File: src/rtl/npc_cmd_rx.sv
// npc_cmd_rx: SPI command receiver. Validates 32-bit frames, holds them in a
// shadow register and commits them to the modulator references on clk_int.
module npc_cmd_rx #(
    parameter int unsigned D_MAX       = 900,
    parameter int unsigned STATE_MAX   = 26,
    parameter int unsigned SAFE_STATE  = 0,
    parameter int unsigned WDG_PERIODS = 5
) (
    input  logic       clk,
    input  logic       rst,
    input  logic       sclk,
    input  logic       mosi,
    input  logic       cs_n,
    input  logic       clk_int,
    output logic [4:0] state_NPC,
    output logic [9:0] d_hb,
    output logic [9:0] d_boost,
    output logic       frame_ok,
    output logic       frame_err,
    output logic       wdg_trip
);

    localparam int unsigned WDG_W       = $clog2(WDG_PERIODS + 1);
    localparam logic [WDG_W-1:0] WDG_LIM = WDG_W'(WDG_PERIODS);
    localparam logic [9:0] D_MAX_L      = 10'(D_MAX);
    localparam logic [4:0] STATE_MAX_L  = 5'(STATE_MAX);
    localparam logic [4:0] SAFE_L       = 5'(SAFE_STATE);
    localparam logic [5:0] CNT_SAT      = 6'd33;
    localparam logic [5:0] CNT_FRAME    = 6'd32;

    // Synchroniser chains: [0],[1] are the 2-FF sync, [2] is the edge reference.
    logic [2:0] sclk_sync_q, sclk_sync_d;
    logic [2:0] mosi_sync_q, mosi_sync_d;
    logic [2:0] cs_sync_q,   cs_sync_d;
    logic [2:0] int_sync_q,  int_sync_d;

    logic sclk_rise_q, sclk_rise_d;
    logic mosi_bit_q,  mosi_bit_d;
    logic cs_rise_q,   cs_rise_d;
    logic cs_fall_q,   cs_fall_d;
    logic int_rise_q,  int_rise_d;

    logic [31:0] shift_q,   shift_d;
    logic [5:0]  bit_cnt_q, bit_cnt_d;

    logic [4:0] sh_state_q, sh_state_d;
    logic [9:0] sh_hb_q,    sh_hb_d;
    logic [9:0] sh_boost_q, sh_boost_d;
    logic       pending_q,  pending_d;

    logic [4:0]       state_q,     state_d;
    logic [9:0]       hb_q,        hb_d;
    logic [9:0]       boost_q,     boost_d;
    logic             frame_ok_q,  frame_ok_d;
    logic             frame_err_q, frame_err_d;
    logic             wdg_trip_q,  wdg_trip_d;
    logic [WDG_W-1:0] wdg_cnt_q,   wdg_cnt_d;

    logic [2:0] csum;
    logic [4:0] new_state;
    logic [9:0] new_hb;
    logic [9:0] new_boost;
    logic       accept;

    // Synchronisers, registered edge pulses and the SPI shift register.
    always_comb begin
        sclk_sync_d = {sclk_sync_q[1:0], sclk};
        mosi_sync_d = {mosi_sync_q[1:0], mosi};
        cs_sync_d   = {cs_sync_q[1:0],   cs_n};
        int_sync_d  = {int_sync_q[1:0],  clk_int};
        sclk_rise_d = sclk_sync_q[1] & ~sclk_sync_q[2];
        mosi_bit_d  = mosi_sync_q[1];
        cs_rise_d   = cs_sync_q[1] & ~cs_sync_q[2];
        cs_fall_d   = ~cs_sync_q[1] & cs_sync_q[2];
        int_rise_d  = int_sync_q[1] & ~int_sync_q[2];
        shift_d     = shift_q;
        bit_cnt_d   = bit_cnt_q;
        if (cs_fall_q) begin
            bit_cnt_d = '0;
        end else if (sclk_rise_q && !cs_sync_q[2]) begin
            shift_d = {shift_q[30:0], mosi_bit_q};
            if (bit_cnt_q != CNT_SAT) begin
                bit_cnt_d = bit_cnt_q + 6'd1;
            end
        end
    end

    // Frame decode: checksum, field extraction with duty clamping, validity.
    always_comb begin
        csum = '0;
        for (int i = 3; i <= 27; i++) begin
            csum = csum + 3'(shift_q[i]);
        end
        new_state = shift_q[27:23];
        new_hb    = (shift_q[22:13] > D_MAX_L) ? D_MAX_L : shift_q[22:13];
        new_boost = (shift_q[12:3]  > D_MAX_L) ? D_MAX_L : shift_q[12:3];
        accept    = cs_rise_q
                    && (bit_cnt_q == CNT_FRAME)
                    && (shift_q[31:28] == 4'hA)
                    && (shift_q[2:0] == csum)
                    && (new_state <= STATE_MAX_L);
    end

    // Shadow update, commit on clk_int and watchdog.
    always_comb begin
        sh_state_d  = sh_state_q;
        sh_hb_d     = sh_hb_q;
        sh_boost_d  = sh_boost_q;
        pending_d   = pending_q;
        state_d     = state_q;
        hb_d        = hb_q;
        boost_d     = boost_q;
        wdg_trip_d  = wdg_trip_q;
        wdg_cnt_d   = wdg_cnt_q;
        frame_ok_d  = 1'b0;
        frame_err_d = 1'b0;

        if (accept) begin
            sh_state_d = new_state;
            sh_hb_d    = new_hb;
            sh_boost_d = new_boost;
            pending_d  = 1'b1;
            frame_ok_d = 1'b1;
        end else if (cs_rise_q) begin
            frame_err_d = 1'b1;
        end

        if (int_rise_q) begin
            if (accept) begin
                // A frame landing on the commit edge goes straight to the outputs.
                state_d    = new_state;
                hb_d       = new_hb;
                boost_d    = new_boost;
                pending_d  = 1'b0;
                wdg_cnt_d  = '0;
                wdg_trip_d = 1'b0;
            end else if (pending_q) begin
                state_d    = sh_state_q;
                hb_d       = sh_hb_q;
                boost_d    = sh_boost_q;
                pending_d  = 1'b0;
                wdg_cnt_d  = '0;
                wdg_trip_d = 1'b0;
            end else begin
                if (wdg_cnt_q != WDG_LIM) begin
                    wdg_cnt_d = wdg_cnt_q + WDG_W'(1);
                end
                if (wdg_cnt_d == WDG_LIM) begin
                    state_d    = SAFE_L;
                    hb_d       = '0;
                    boost_d    = '0;
                    wdg_trip_d = 1'b1;
                end
            end
        end
    end

    // State registers with synchronous reset.
    always_ff @(posedge clk) begin
        if (rst) begin
            sclk_sync_q <= '0;
            mosi_sync_q <= '0;
            cs_sync_q   <= '1;
            int_sync_q  <= '0;
            sclk_rise_q <= 1'b0;
            mosi_bit_q  <= 1'b0;
            cs_rise_q   <= 1'b0;
            cs_fall_q   <= 1'b0;
            int_rise_q  <= 1'b0;
            shift_q     <= '0;
            bit_cnt_q   <= '0;
            sh_state_q  <= SAFE_L;
            sh_hb_q     <= '0;
            sh_boost_q  <= '0;
            pending_q   <= 1'b0;
            state_q     <= SAFE_L;
            hb_q        <= '0;
            boost_q     <= '0;
            frame_ok_q  <= 1'b0;
            frame_err_q <= 1'b0;
            wdg_trip_q  <= 1'b0;
            wdg_cnt_q   <= '0;
        end else begin
            sclk_sync_q <= sclk_sync_d;
            mosi_sync_q <= mosi_sync_d;
            cs_sync_q   <= cs_sync_d;
            int_sync_q  <= int_sync_d;
            sclk_rise_q <= sclk_rise_d;
            mosi_bit_q  <= mosi_bit_d;
            cs_rise_q   <= cs_rise_d;
            cs_fall_q   <= cs_fall_d;
            int_rise_q  <= int_rise_d;
            shift_q     <= shift_d;
            bit_cnt_q   <= bit_cnt_d;
            sh_state_q  <= sh_state_d;
            sh_hb_q     <= sh_hb_d;
            sh_boost_q  <= sh_boost_d;
            pending_q   <= pending_d;
            state_q     <= state_d;
            hb_q        <= hb_d;
            boost_q     <= boost_d;
            frame_ok_q  <= frame_ok_d;
            frame_err_q <= frame_err_d;
            wdg_trip_q  <= wdg_trip_d;
            wdg_cnt_q   <= wdg_cnt_d;
        end
    end

    assign state_NPC = state_q;
    assign d_hb      = hb_q;
    assign d_boost   = boost_q;
    assign frame_ok  = frame_ok_q;
    assign frame_err = frame_err_q;
    assign wdg_trip  = wdg_trip_q;

endmodule

File: config.mk
export PLATFORM = sky130hd
export DESIGN_NAME = npc_cmd_rx
export DESIGN_NICKNAME = d
export VERILOG_FILES = /design/src/rtl/npc_cmd_rx.sv
export SDC_FILE = /design/constraint.sdc
export NUM_CORES = 1
export LEC_CHECK = 0
export BUFFER_PORTS_ARGS = -buffer_cell sky130_fd_sc_hd__buf_2
export CAP_MARGIN = 10
export CELL_PAD_IN_SITES_DETAIL_PLACEMENT = 0
export CELL_PAD_IN_SITES_GLOBAL_PLACEMENT = 1
export CORE_MARGIN = 4
export CORE_UTILIZATION = 41
export CTS_CLUSTER_SIZE = 14
export DETAILED_ROUTE_END_ITERATION = 6
export GPL_ROUTABILITY_DRIVEN = 0
export HOLD_SLACK_MARGIN = 0.1
export PLACE_DENSITY_LB_ADDON = 0.2
export SYNTH_ARGS = -nofsm -noshare
export SYNTH_HDL_FRONTEND = slang
export SYNTH_SLANG_ARGS = --single-unit
File: constraint.sdc
create_clock -name clk -period 5 [get_ports clk]
set_input_delay 0 -clock clk [delete_from_list [all_inputs] [get_ports clk]]
set_output_delay 0 -clock clk [all_outputs]
set_load 0.01 [all_outputs]
==> results.yml <==
critical_path:
  cp_common_cell: "fa_1"
  cp_slowest_cell: "fa_1"
  critPathKind: "register to register"
  critical-path-max-stage-delay_ns: 0.53
  end_kind: "register"
  critPathMaxFanout: 17
  path_cells: "fa_1, inv_1, fa_1, inv_2, fa_1, fa_1, inv_1, fa_1, inv_2, fa_2, fa_2, xnor3_1, xnor3_1, and4_4, or2_4, buf_12, a311oi_2"
  crit_arrival_ns: 5.47
  required_ns: 5.25
  crit_path_start_kind: "register"
timing:
  slew_viol_final: 0
  max_freq_mhz: 191.5
  finalSetupViolCount: 55
  final.period_utilization_pct: 104.4
  tightest_slew_ns: 1.185
  fin_worst_skew_ns: 0.01005
  period_minus_slack_ns: 5.221
  fin_setup_tns_ns: -8.492
  layout_setup_ws_ns: -0.2211
  max_slew_margin_pct: 21.01
  holdWs_ns: 0.3380
  grt_setup_unrepaired: "yes"
  hold_viol: 0
route:
  wl_um: 11050
  num_vias: 3829
  drt_iter0_markers: 208
  drtPass1Iterations: 4
  drc_errors: 0
  wl_per_cell_um: 15.06
  ant_nets: 0
  routed_via_density: 5.217
cells_and_area:
  syn2layout_area_growth_pct: 20.41
  antennaDiodeCount: 0
  nets: 616
  fill_cells: 1102
  stdcell_area_mm2: 0.005831
  drive_above_1_share_pct: 24.70
  fin_util_pct: 50.85
floorplanning:
  die_height_um: 116.7
  die_x_um: 116.7
  rows: 39
  start_util_pct: 42.23
  die_area_mm2: 0.01361
  coreArea_mm2: 0.01147
  ios: 34
power:
  power_switching_share_pct: 21.52
  power_leakage_nw: 2.076
  seqPwrFrac_pct: 56.1
  peakVddDrop_v: 0.0002084
  p_per_area_mw_per_mm2: 272.4
  p_comb_share_pct: 1.8
  power.internal_mw: 1.246
  p_clk_share_pct: 42.2
  switchingPower_mw: 0.3417
yosys:
  synth_cell_types: 41
  ys_warn_count: 0
  synth_edf_count: 0
  synth.top_cell.area_share_pct: 45.89
  synth_top_flop_cell: "dfxtp_1"
  async_flop_share_pct: 0
  ys_seq_area_share_pct: 45.89
  synthTopCellsByArea: "dfxtp_1 46%, nand2_1 10%, fa_1 7.0%"
  yosysMostFrequentCell: "nand2_1"
  ys_ff_latch: 111
  synth_largest_area_cell: "dfxtp_1"
  syn-num-nets: 574
  synth_cells: 544
  syn_area_mm2: 0.004842
  synthTopCellsByCount: "130 x nand2_1, 111 x dfxtp_1, 61 x a21oi_1"
  synth_area_per_cell_um2: 8.901
run_status:
  status: "finished with violations"
  violations: "negative setup slack"
place:
  dpl.hpwl_um: 7109
  io_buffers: 33
  postPlaceCellArea_mm2: 0.005266
clock_tree:
  clock_sinks: 111
  htreeDepth: 3
  insertion_delay_ns: 0.35
  clock_path_buffers: 2
  cts_root_buf: "clkbuf_16"
  cts_buffers: 9
  clk_pin_slew_ns: 0.07
  cts_tree: "built"
flow_run:
  max-cap-violations: 0
global_routing:
  grt_pass1_wl_um: 18720
  grt_overflow: 0
  antenna_found_initial: 0
  grt_start_max_net_pins: 105
  grt_pass1_vias: 3767
  track_usage_pct: 17.58
hold_path:
  hold_class: "primary input to register"
-- kinds of logic (layout without fill, tap and decap cells) --
kind of cell,Yosys count,after routing,share of synthesized area [%]
xor gates and xnor gates,11,11,2.558
and+or+nand+nor,225,225,21.09
DFF,111,111,45.89
adders and majority gates,24,24,8.837
AOI/OAI and AO/OA,101,101,15.32
buffers and inverters,72,119,6.305
-- layout make-up --
cell class	count	area (um^2)	share of cell area, %
clock buffers	10	239.0	4.099
clock inverters	6	36.28	0.6223
inverters	35	131.4	2.253
multi-input cells	361	2481	42.55
flip-flops and latches	111	2225	38.15
well taps	143	178.9	3.069
repair buffers	68	539.3	9.249
-- power by group through the flow --
stage / registers, mW / clock network, mW / logic (mW)
4_1_cts: 0.891 / 0.690 / 0.0282
3_3_place_gp: 0.911 / 0 / 0.0248
6_report: 0.891 / 0.670 / 0.0279
3_5_place_dp: 0.911 / 0 / 0.0255
5_1_grt: 0.891 / 0.722 / 0.0312
2_1_floorplan: 0.910 / 0 / 0.0202
-- layer usage --
layer  vias to the layer above  wire (um)  track usage [%]
li1                       1908          -                -
met1                      1858       5360            23.36
met2                        51       5173            28.60
met3                        12        336            3.679
met4                         0        184            5.963
met5                         -          0                0
-- what timing repair did --
| action | in CTS | in global routing |
|---|---|---|
| buffers inserted | 1 | 0 |
| pin swaps | 25 | 8 |
| setup endpoints to repair | 56 | 57 |
| hold buffers | 4 | 0 |
| gates resized for setup | 48 | 14 |
| endpoints found under the hold margin | 4 | 0 |
| gates cloned | 3 | 0 |
-- layout by cell type, fill, tap and decap left out, types with 3 or more instances in the layout --
master / netlist / layout
buf_2: 4 / 32
buf_12: 0 / 3
xnor2_1: 5 / 4
ha_1: 7 / 7
a311oi_1: 9 / 5
nand2_4: 0 / 4
dlygate4sd3_1: 0 / 4
nor3_1: 26 / 26
fa_1: 17 / 15
buf_4: 0 / 19
dfxtp_1: 111 / 109
nand3_1: 18 / 16
clkbuf_16: 0 / 9
a311oi_2: 17 / 21
buf_6: 4 / 7
or2_2: 5 / 5
inv_1: 35 / 33
a21o_1: 3 / 3
xor2_1: 4 / 4
nand2b_1: 3 / 3
nor2_1: 12 / 11
clkinv_2: 0 / 4
nand2_2: 0 / 21
nand2_1: 130 / 105
a211oi_1: 3 / 3
nor2b_1: 12 / 12
a21oi_1: 61 / 61
-- through the flow --
stage                     std cells  setup slack [ns]  total power, mW
final                           734           -0.2211            1.588
after CTS                       735           -0.2281            1.608
after global placement          711           -0.2082           0.9361
after global routing            734           -0.3969            1.645
after detailed placement        711           -0.3150           0.9368
after floorplan                 544           -0.1879           0.9305
-- sequential cells by signal, summed over array words and instances (netlist names), 2 cells and up --
signal,flops
bit_cnt_q,6
cs_sync_q,3
d_boost,10
d_hb,10
int_sync_q,3
mosi_sync_q,2
sclk_sync_q,3
sh_boost_q,10
sh_hb_q,10
sh_state_q,5
shift_q,32
state_NPC,5
wdg_cnt_q,3
-- path summary, 6_finish.rpt --
kind | start | to | slack, ns | depth (start not counted)
worst max-delay path | shift_q[14] | d_hb[1] | -0.22 | 17
worst min-delay path | rst | sclk_sync_q[1] | 0.34 | 2
worst min register to register | sclk_sync_q[2] | sclk_rise_q | 0.38 | 1
worst max register to register | shift_q[14] | d_hb[1] | -0.22 | 17
-- critical path: cells and delay by family (launching register included) --
kind                       cells  cell delay [ns]
AOI/OAI and AO/OA              1             0.23
xor gates and xnor gates       2             0.48
adders and majority gates      7             3.21
buffers and inverters          5             0.35
DFF                            1             0.33
and+or+nand+nor                2             0.51
Note: power is estimated with default switching activity, not from simulation.
